==> src/rtl/vga_pkg.sv <==
// Shared VGA definitions used by the timing driver and the pixel stages.
package vga_pkg;
  localparam int unsigned H_ACTIVE   = 640;
  localparam int unsigned V_ACTIVE   = 480;
  localparam int unsigned TOTAL_COLS = 800;
  localparam int unsigned TOTAL_ROWS = 525;
  localparam int unsigned RGB_W      = 4;
  localparam int unsigned POS_W      = 11;

  typedef logic [3*RGB_W-1:0] rgb444_t;
  typedef enum logic {DIR_POS = 1'b0, DIR_NEG = 1'b1} dir_e;
endpackage

==> src/rtl/box_axis_mover.sv <==
// One axis of the bouncing box: steps once per enabled tick, clamps and reverses at the edges.
module box_axis_mover
  import vga_pkg::*;
#(
  parameter int unsigned ACTIVE = 640,
  parameter int unsigned SIZE   = 32,
  parameter int unsigned STEP   = 2
) (
  input  logic             clk,
  input  logic             rst,
  input  logic             tick_en,
  output logic [POS_W-1:0] pos,
  output dir_e             dir
);
  localparam logic [POS_W-1:0] MAX    = POS_W'(ACTIVE - SIZE);
  localparam logic [POS_W-1:0] STEP_W = POS_W'(STEP);

  logic [POS_W-1:0] pos_q, pos_d;
  dir_e             dir_q, dir_d;

  always_comb begin
    pos_d = pos_q;
    dir_d = dir_q;
    if (tick_en) begin
      if (dir_q == DIR_POS) begin
        if (pos_q + STEP_W >= MAX) begin
          pos_d = MAX;
          dir_d = DIR_NEG;
        end else begin
          pos_d = pos_q + STEP_W;
        end
      end else begin
        if (pos_q <= STEP_W) begin
          pos_d = '0;
          dir_d = DIR_POS;
        end else begin
          pos_d = pos_q - STEP_W;
        end
      end
    end
  end

  always_ff @(posedge clk or posedge rst) begin
    if (rst) begin
      pos_q <= '0;
      dir_q <= DIR_POS;
    end else begin
      pos_q <= pos_d;
      dir_q <= dir_d;
    end
  end

  assign pos = pos_q;
  assign dir = dir_q;
endmodule

==> src/rtl/vga_box_renderer.sv <==
// Pixel stage after the VGA timing driver: draws a bouncing square, 2-cycle pipeline with delayed syncs.
module vga_box_renderer
  import vga_pkg::*;
#(
  parameter int unsigned H_ACTIVE  = vga_pkg::H_ACTIVE,
  parameter int unsigned V_ACTIVE  = vga_pkg::V_ACTIVE,
  parameter int unsigned BOX_SIZE  = 32,
  parameter int unsigned STEP      = 2,
  parameter logic [11:0] BOX_COLOR = 12'hF00,
  parameter logic [11:0] BG_COLOR  = 12'h008
) (
  input  logic       clk,
  input  logic       rst,
  input  logic [9:0] x,
  input  logic [8:0] y,
  input  logic       blanking,
  input  logic       HSync,
  input  logic       VSync,
  input  logic       pause,
  output logic [3:0] vga_r,
  output logic [3:0] vga_g,
  output logic [3:0] vga_b,
  output logic       vga_hs,
  output logic       vga_vs,
  output logic       frame_tick
);
  logic [POS_W-1:0] box_x, box_y;
  dir_e             dir_x, dir_y;
  logic             unused_dir;
  logic             vsync_prev_q, frame_tick_q, tick_en;
  logic             hit_q, hit_d, blank_q, hs_d1_q, vs_d1_q, hs_q, vs_q;
  rgb444_t          rgb_q, rgb_d;
  logic [POS_W-1:0] px, py;

  assign unused_dir = ^{dir_x, dir_y};
  assign tick_en    = frame_tick_q & ~pause;

  box_axis_mover #(.ACTIVE(H_ACTIVE), .SIZE(BOX_SIZE), .STEP(STEP)) u_mover_x (
    .clk(clk), .rst(rst), .tick_en(tick_en), .pos(box_x), .dir(dir_x)
  );

  box_axis_mover #(.ACTIVE(V_ACTIVE), .SIZE(BOX_SIZE), .STEP(STEP)) u_mover_y (
    .clk(clk), .rst(rst), .tick_en(tick_en), .pos(box_y), .dir(dir_y)
  );

  assign px = POS_W'(x);
  assign py = POS_W'(y);

  always_comb begin
    hit_d = (px >= box_x) && (px < box_x + POS_W'(BOX_SIZE)) &&
            (py >= box_y) && (py < box_y + POS_W'(BOX_SIZE));
    rgb_d = BG_COLOR;
    if (blank_q)    rgb_d = '0;
    else if (hit_q) rgb_d = BOX_COLOR;
  end

  // Stage-1 blank resets high so the first refilled pixel after reset is black.
  always_ff @(posedge clk or posedge rst) begin
    if (rst) begin
      vsync_prev_q <= 1'b1;
      frame_tick_q <= 1'b0;
      hit_q        <= 1'b0;
      blank_q      <= 1'b1;
      hs_d1_q      <= 1'b1;
      vs_d1_q      <= 1'b1;
      rgb_q        <= '0;
      hs_q         <= 1'b1;
      vs_q         <= 1'b1;
    end else begin
      vsync_prev_q <= VSync;
      frame_tick_q <= vsync_prev_q & ~VSync;
      hit_q        <= hit_d;
      blank_q      <= blanking;
      hs_d1_q      <= HSync;
      vs_d1_q      <= VSync;
      rgb_q        <= rgb_d;
      hs_q         <= hs_d1_q;
      vs_q         <= vs_d1_q;
    end
  end

  assign vga_r      = rgb_q[11:8];
  assign vga_g      = rgb_q[7:4];
  assign vga_b      = rgb_q[3:0];
  assign vga_hs     = hs_q;
  assign vga_vs     = vs_q;
  assign frame_tick = frame_tick_q;
endmodule

==> config.mk <==
export PLATFORM = sky130hd
export DESIGN_NAME = vga_box_renderer
export DESIGN_NICKNAME = d
export VERILOG_FILES = /design/src/rtl/vga_pkg.sv /design/src/rtl/box_axis_mover.sv /design/src/rtl/vga_box_renderer.sv
export SDC_FILE = /design/constraint.sdc
export NUM_CORES = 1
export LEC_CHECK = 0
export CAP_MARGIN = 5
export CELL_PAD_IN_SITES_DETAIL_PLACEMENT = 0
export CELL_PAD_IN_SITES_GLOBAL_PLACEMENT = 1
export CORE_MARGIN = 10
export CORE_UTILIZATION = 28
export CTS_CLUSTER_DIAMETER = 120
export DETAILED_ROUTE_END_ITERATION = 7
export PLACE_DENSITY = 0.58
export SYNTH_ARGS = -nofsm -noshare
export SYNTH_HDL_FRONTEND = slang
export SYNTH_SLANG_ARGS = --single-unit
==> constraint.sdc <==
create_clock -name clk -period 6 [get_ports clk]
set_clock_uncertainty 0.2 [all_clocks]
set_input_delay 1.8 -clock clk [delete_from_list [all_inputs] [get_ports clk]]
set_output_delay 1.8 -clock clk [all_outputs]
set_load 0.05 [all_outputs]
==> results of run 1 <==
[cells in the mapped netlist (2+ instances only)]
| cell type | n |
|---|---|
| buf_2 | 5 |
| buf_4 | 12 |
| a211oi_1 | 3 |
| clkbuf_1 | 12 |
| and3_1 | 2 |
| a2111oi_0 | 2 |
| nor3_1 | 14 |
| a21oi_1 | 24 |
| a2bb2oi_1 | 2 |
| nand3_1 | 11 |
| or3_1 | 5 |
| nand2b_1 | 3 |
| a32oi_1 | 2 |
| o221ai_1 | 3 |
| inv_1 | 23 |
| dfrtp_1 | 26 |
| o21a_1 | 5 |
| a211o_1 | 2 |
| nand4_1 | 6 |
| xnor2_1 | 11 |
| o21ai_1 | 6 |
| o21ai_0 | 26 |
| ha_1 | 36 |
| nor2b_1 | 6 |
| nor2_1 | 21 |
| o211ai_1 | 4 |
| nand2_1 | 27 |
| a21o_1 | 4 |
| or4b_1 | 2 |
| a311oi_1 | 2 |
| a31oi_1 | 8 |
| or4_1 | 3 |
| nor4_1 | 9 |
| dfstp_2 | 5 |
| nor3_2 | 2 |
| o31ai_1 | 2 |
| o41ai_1 | 2 |
[layout make-up]
cell class | count | area (sq um) | share of cell area
Multi-Input combinational cell | 282 | 1930 | 0.573
Sequential cell | 31 | 782 | 0.232
Timing Repair Buffer | 32 | 315 | 0.0936
Tap cell | 136 | 170 | 0.0505
Inverter | 24 | 90.1 | 0.0268
Clock buffer | 8 | 80.1 | 0.0238
[per-layer routing]
layer  global-route usage  routed length [um]  vias up  share of wire
met2                0.166                3390       48           0.42
met5                    0                   0        -              0
li1                     -                   -     1349              -
met3               0.0216                 294        4          0.036
met1                0.163                4390     1248           0.54
met4               0.0243                  77        0         0.0094
[final timing paths]
kind | startpoint | to | slack [ns] | cells past startpoint
worst max-delay path | x[1] | hit_q$_DFF_PP0_ | 2.02 | 8
worst min-delay path | hs_d1_q$_DFF_PP1_ | vga_hs$_DFF_PP1_ | 0.16 | 0
worst max register to register | u_mover_y.pos[5]$_DFFE_PP0P_ | u_mover_y.pos[6]$_DFFE_PP0P_ | 2.76 | 8
worst min register to register | hs_d1_q$_DFF_PP1_ | vga_hs$_DFF_PP1_ | 0.16 | 0
max in group asynchronous | rst | blank_q$_DFF_PP1_ | 3.54 | 3
min in group asynchronous | rst | u_mover_x.pos[6]$_DFFE_PP0P_ | 1.72 | 3
[logic make-up (layout without fill, tap and decap cells)]
family          after synthesis  count (layout)  share of synthesized area
flops                        31              31                      0.266
mux                           1               1                    0.00341
buf+inv                      53              64                     0.0851
fa+ha+maj                    36              36                      0.153
xor+xnor                     11              11                     0.0328
compound gates              109             109                      0.244
simple gates                118             118                      0.215
other cells                   1               7                    0.00128
[state kept, by name (all words and copies together), names as in the netlist]
signal	cells
u_mover_x.pos	10
u_mover_y.pos	10
rgb_q	2
blank_q	1
frame_tick	1
hit_q	1
hs_d1_q	1
u_mover_x.dir	1
u_mover_y.dir	1
vga_hs	1
vga_vs	1
vs_d1_q	1
[worst max-delay path, stage by stage]
cell and delay (ns):
clkdlybuf4s50_1 0.40, ha_1 0.28, o21ai_0 0.17, a21oi_1 0.09, a211oi_1 0.55, or3b_2 0.22, a31oi_1 0.09, a2111oi_0 0.33
[through the flow]
step	hold slack, ns	utilization	instance area (sq um)	setup slack [ns]	power (uW)
after global routing	0.161	0.328	3370	1.76	1690
after CTS	0.159	0.328	3370	2.01	1540
final	0.157	0.328	3370	2.02	1520
after floorplan	0.145	-	2960	2.64	1130
after global placement	0.148	0.320	3290	1.75	1360
after detailed placement	0.149	0.320	3290	1.73	1360
[where the power goes]
part | internal (uW) | switching [uW]
Combinational | 366 | 539
Sequential | 280 | 170
Clock | 82.6 | 84.9
Total | 729 | 794
==> results.ini, run 1 <==
[sta]
timing.final.max_slew_violations=0
fin_crit_ns=3.98
finalCritPeriodShare=0.663
hold_viol_final=0
finalSetupViolations=0
slew_headroom=0.331
tns_ns=0
timing.fmax_ghz=0.251
worstMarginPinSlew_ns=0.997
rsz0062_at_grt=no

[worst_setup_path]
start_kind=input port
crit_required_ns=5.96
path_class=in -> reg
arrival_ns=3.94
endpoint_kind=flip-flop
path_max_fanout=2

[final_layout]
antennaDiodeCount=0
fillers=1119
final_cell_count_no_fill=513
area_growth_pct=14.6
drive_gt1_frac=0.0557
final_cell_mix=ha_1, clkdlybuf4s50_1, nand2_1
layout_commonest_cell=ha_1
nNetsFinal=437

[route]
drtAntennaViolNets=0
wl_mm=8.16
post_drt_wl_per_cell_um=15.9
route.detailed.drc=0
detail_route.iter0.violations=171
viasPerCell=5.16
vias=2649
first_pass_iters=4

[grt]
grt_pass1_vias=2646
grt_antenna_before_repair=0
grt_pass1_wl_mm=13.7
grt.overflow.total=0
grt_max_degree=32
grt.total_usage=0.112

[synthesis]
synth-edff-count=0
ys_warn_count=0
yosysSeqAreaShare=0.266
yosysUniqueCellTypes=59
async_flop_share=1.00
synthTopCellsByArea=dfrtp_1, ha_1, dfstp_2
syn_inst=360
avgSynthCellArea_sq_um=8.16
synth_top_area_cell=dfrtp_1
ys_ff_latch=31
synth_area_sq_um=2940
yosys_most_used_dff=dfrtp_1
synth_top_area_frac=0.221

[cts]
htreeDepth=2
postCtsHoldBufs=0
ctsRootBufferMaster=clkbuf_8
path_clk_slew_ns=0.07
numCtsBuffers=5
post-cts-setup-buffers=0
cts_sinks=31
cts_tree=done
insertion_delay_ns=0.28
ctsLongestPathBuffers=2
cts_resized=0

[pwr]
leakagePower_uw=0.00135
ir_drop_v=0.000124
pwr_density_cell_nw_per_um2=452

[floorplan]
die-area_sq_um=15000
num_io_pins=40
dieHeight_um=122
core.rowCount=37
start_util=0.286
fp.dieW_um=122
core_sq_um=10300

[placed_design]
port_buffers=30
place_congestion=0.832
dp_hpwl_mm=5.96
place_inst=505

[job]
maxCapViolCount=0

[status]
outcome=finished clean

[worst_hold_path]
hp-class=reg -> reg

Power figures use the tool's default switching activity.
==> run 2: changes to the inputs <==
Clock period 6 ns to 4.1 ns, I/O delays scaled along.
==> run 2 against run 1 <==
Compared with the run above: power increased by 47%; clock power increased by 46%; count of clock-buffer cells in the layout down 1; critical path type unchanged; highest routed layer unchanged.
==> results.ini, run 2 (synthesized netlist as in run 1, its figures left out) <==
[sta]
finalSetupViolations=0
slew_headroom=0.553
tns_ns=0
timing.final.max_slew_violations=0
fin_crit_ns=3.13
timing.fmax_ghz=0.319
rsz0062_at_grt=no
finalCritPeriodShare=0.764
setup_ws_ns=0.966
worstMarginPinSlew_ns=0.667
hold_viol_final=0

[worst_hold_path]
hp-class=reg -> reg
hp-start=hs_d1_q$_DFF_PP1_

[grt]
grtUsageMet2=0.168
grt.overflow.total=0
grtUsageMet1=0.154
grt_pass1_wl_mm=13.6
grt_max_degree=32
grt_pass1_vias=2660
grt_antenna_before_repair=0
grt.total_usage=0.112
met3_usage=0.0271
grt-busiest-layer=met2

[route]
vias=2705
wl_mm=8.13
detail_route.iter0.violations=213
viasPerCell=5.24
post_drt_wl_per_cell_um=15.8
first_pass_iters=4
drtAntennaViolNets=0
route.detailed.drc=0

[pwr]
ir_drop_v=0.000180
leakagePower_uw=0.00137
pwr_density_cell_nw_per_um2=660

[final_layout]
final_cell_mix=ha_1, clkdlybuf4s50_1, nand2_1
fin_area_sq_um=3390
antennaDiodeCount=0
final_cell_count_no_fill=516
fillers=1108
area_growth_pct=15.4
layout_commonest_cell=ha_1
multi_input_comb_area_sq_um=1930
nNetsFinal=440
drive_gt1_frac=0.0658
final_core_util=0.330
ff_latch_area_sq_um=782

[floorplan]
core.rowCount=37
dieHeight_um=122
core_sq_um=10300
die-area_sq_um=15000
fp.dieW_um=122
num_io_pins=40
start_util=0.286

[worst_setup_path]
arrival_ns=3.09
r2r_start=u_mover_x.pos[5]$_DFFE_PP0P_
cp-startpoint=x[1]
crit_required_ns=4.05
cp_num_buf_inv=2
path_class=in -> reg
critPathSlowestCell=clkdlybuf4s50_1
start_kind=input port
path_max_fanout=2
cp_cell_sequence=clkdlybuf4s50_1 > ha_1 > o21ai_0 > a21oi_1 > a211oi_1 > buf_4 > or3b_2 > a31oi_1 > a2111oi_0
crit_family=compound AO/OA/AOI/OAI gates
cpPeakStageDelay_ns=0.40
endpoint_kind=flip-flop

[cts]
path_clk_slew_ns=0.07
ctsRootBufferMaster=clkbuf_8
postCtsHoldBufs=0
cts_sinks=31
numCtsBuffers=5
cts_tree=done
htreeDepth=2
post-cts-setup-buffers=0
cts_resized=0
insertion_delay_ns=0.29
ctsLongestPathBuffers=2

[placed_design]
place_inst=508
place_ws_ns=0.624
dp_hpwl_mm=6.02
postPlaceCellArea_sq_um=3310
place_congestion=0.850
port_buffers=30

[status]
outcome=finished clean

[job]
maxCapViolCount=0

[run 2: cell count changes in the layout (fill, tap and decap cells not counted), sizes merged]
cell and change:
buf +3, clkinv +1, clkbuf -1
[run 2: where the power goes]
group	switching, uW	internal (uW)
Sequential	245	409
Combinational	789	550
Clock	125	119
Total	1160	1080
[run 2: routing by layer]
layer | up-vias | wire, um
met4 | 0 | 96
met1 | 1273 | 4070
met2 | 73 | 3470
met5 | - | 0
li1 | 1353 | -
met3 | 6 | 499
[run 2: through the flow]
step                      hold slack (ns)  power (uW)
after floorplan                     0.145        1650
after global placement              0.147        1990
after detailed placement            0.150        1990
after CTS                           0.160        2260
after global routing                0.167        2480
final                               0.157        2240
[run 2: worst paths after layout]
check / slack (ns) / cells after the start / end
min reg2reg: 0.16 / 0 / vga_hs$_DFF_PP1_
min: 0.16 / 0 / vga_hs$_DFF_PP1_
max in group asynchronous: 2.21 / 3 / hs_d1_q$_DFF_PP1_
min in group asynchronous: 1.15 / 3 / u_mover_x.pos[5]$_DFFE_PP0P_
max reg2reg: 1.06 / 8 / u_mover_x.pos[8]$_DFFE_PP0P_
max: 0.97 / 9 / hit_q$_DFF_PP0_
[run 2: worst reg2reg max path, delay by kind of cell (launching register included)]
family / cells / cell delay [ns]
simple gates: 3 / 1.22
fa+ha+maj: 1 / 0.29
flops: 1 / 0.49
compound gates: 3 / 0.45
buf+inv: 1 / 0.25
[run 2: area by class of cell]
class,count,area share
timing repair buffer,35,0.0996
clock buffer,7,0.0225
multi-input combinational,282,0.569
sequential,31,0.231
tap,136,0.0502
inverter,24,0.0266
clock inverter,1,0.00148
==> run 3: changes to the inputs <==
Clock period 4.1 ns to 2.9 ns, I/O delays scaled along.
==> run 3 against run 2 <==
Compared with the run above: critical path depth unchanged; wire length rose by 3.7%; hold slack improved by 0.0035 ns; critical path type unchanged; largest cell class unchanged; largest power group unchanged; highest routed layer unchanged.
==> results.ini, run 3 (synthesized netlist as in run 1, its figures left out) <==
[sta]
rsz0062_at_grt=no
finalCritPeriodShare=0.964
slew_headroom=0.659
timing.fmax_ghz=0.358
worstMarginPinSlew_ns=0.511
whs_ns=0.161
fin_crit_ns=2.80
finalSetupViolations=0
hold_viol_final=0
timing.final.max_slew_violations=0
tns_ns=0

[placed_design]
place_congestion=0.814
port_buffers=30
dp_hpwl_mm=6.35
postPlaceCellArea_sq_um=3490
place_inst=530

[pwr]
p_switching_uw=1720
seqPwrFrac=0.239
leakagePower_uw=0.00150
switching_share=0.486
pwr_density_cell_nw_per_um2=979
ir_drop_v=0.000288
combPwrFrac=0.629
pwr-share-clk=0.132
p_int_uw=1820

[final_layout]
area_growth_pct=23.0
layout_commonest_cell=ha_1
fillers=1084
final_cell_mix=ha_1, clkdlybuf4s50_1, nand2_1
drive_gt1_frac=0.127
fin_area_sq_um=3620
nNetsFinal=462
antennaDiodeCount=0
final_cell_count_no_fill=538

[worst_setup_path]
r2r_start=u_mover_x.pos[3]$_DFFE_PP0P_
path_max_fanout=2
cpPeakStageDelay_ns=0.43
arrival_ns=2.76
path_class=in -> reg
cp_cell_sequence=clkdlybuf4s50_1 > ha_1 > o21ai_0 > a21oi_1 > a211oi_2 > buf_4 > or3b_2 > a31oi_1 > a2111oi_2
crit_required_ns=2.87
start_kind=input port
critPathSlowestCell=or3b_2
cp-startpoint=x[1]
endpoint_kind=flip-flop

[job]
maxCapViolCount=0

[cts]
numCtsBuffers=5
cts_tree=done
htreeDepth=2
ctsRootBufferMaster=clkbuf_8
cts_sinks=31
path_clk_slew_ns=0.08
ctsLongestPathBuffers=2
insertion_delay_ns=0.29
postCtsHoldBufs=0

[floorplan]
core_sq_um=10300
dieHeight_um=122
start_util=0.286
fp.dieW_um=122
num_io_pins=40
core.rowCount=37
die-area_sq_um=15000

[grt]
grt_pass1_wl_mm=13.7
grt_antenna_before_repair=0
grt_max_degree=32
grt.overflow.total=0
grt.total_usage=0.113
grt_pass1_vias=2719

[worst_hold_path]
hp-start=hs_d1_q$_DFF_PP1_
hp-class=reg -> reg

[status]
outcome=finished clean

[route]
detail_route.iter0.violations=161
route.detailed.drc=0
wl_mm=8.43
post_drt_wl_per_cell_um=15.7
first_pass_iters=4
vias=2795
drtAntennaViolNets=0
viasPerCell=5.20

[run 3: cell count changes in the layout (fill, tap and decap cells not counted)]
cell and change:
a2111oi_0 -1, a2111oi_2 +1, a211oi_1 -1, a211oi_2 +1
buf_12 +1, buf_4 +21, bufinv_16 +1, clkbuf_1 -2
clkbuf_8 +1
[run 3: path summary, 6_finish.rpt]
check,end,slack (ns),cells past startpoint
max reg2reg,u_mover_x.pos[5]$_DFFE_PP0P_,0.21,6
max in group asynchronous,hs_d1_q$_DFF_PP1_,1.36,3
min,vga_hs$_DFF_PP1_,0.16,0
max,hit_q$_DFF_PP0_,0.10,9
min reg2reg,vga_hs$_DFF_PP1_,0.16,0
min in group asynchronous,rgb_q[3]$_DFF_PP0_,0.77,3
[run 3: power by group through the flow]
stage	clock, uW	combinational [uW]	sequential [uW]
after floorplan	0	1580	748
after global placement	0	2190	854
after detailed placement	0	2200	854
after CTS	487	2210	846
after global routing	498	2510	881
final	469	2230	845
[run 3: critical path, delay by kind of cell]
family / cells / cell delay, ns
buffers and inverters: 2 / 0.55
AOI/OAI and AO/OA: 5 / 0.63
adders and majority gates: 1 / 0.27
and+or+nand+nor: 1 / 0.43
[run 3: final cells by class]
cell class | count | area, sq um | area share
tap | 136 | 170 | 0.0471
clock buffer | 6 | 82.6 | 0.0228
timing repair buffer | 57 | 515 | 0.143
inverter | 24 | 90.1 | 0.0249
clock inverter | 2 | 35.0 | 0.00969
sequential | 31 | 782 | 0.216
multi-input combinational | 282 | 1940 | 0.537
[run 3: through the flow]
stage	total power, uW	setup slack, ns	util
finish	3540	0.105	0.352
global route	3890	0.0103	0.352
CTS	3550	0.0934	0.351
detailed placement	3050	-0.212	0.339
global placement	3050	-0.173	0.339
floorplan	2330	0.373	-
[run 3: timing repair]
item,CTS,global route
hold endpoints to repair,0,0
buffers inserted,0,0
resized for setup,0,3
endpoints found under the setup margin,0,1
[run 3: per-layer routing]
metal  track usage  share of wire
met4        0.0317         0.0097
met5             0              0
met1         0.159           0.52
met3        0.0207          0.044
met2         0.172           0.43
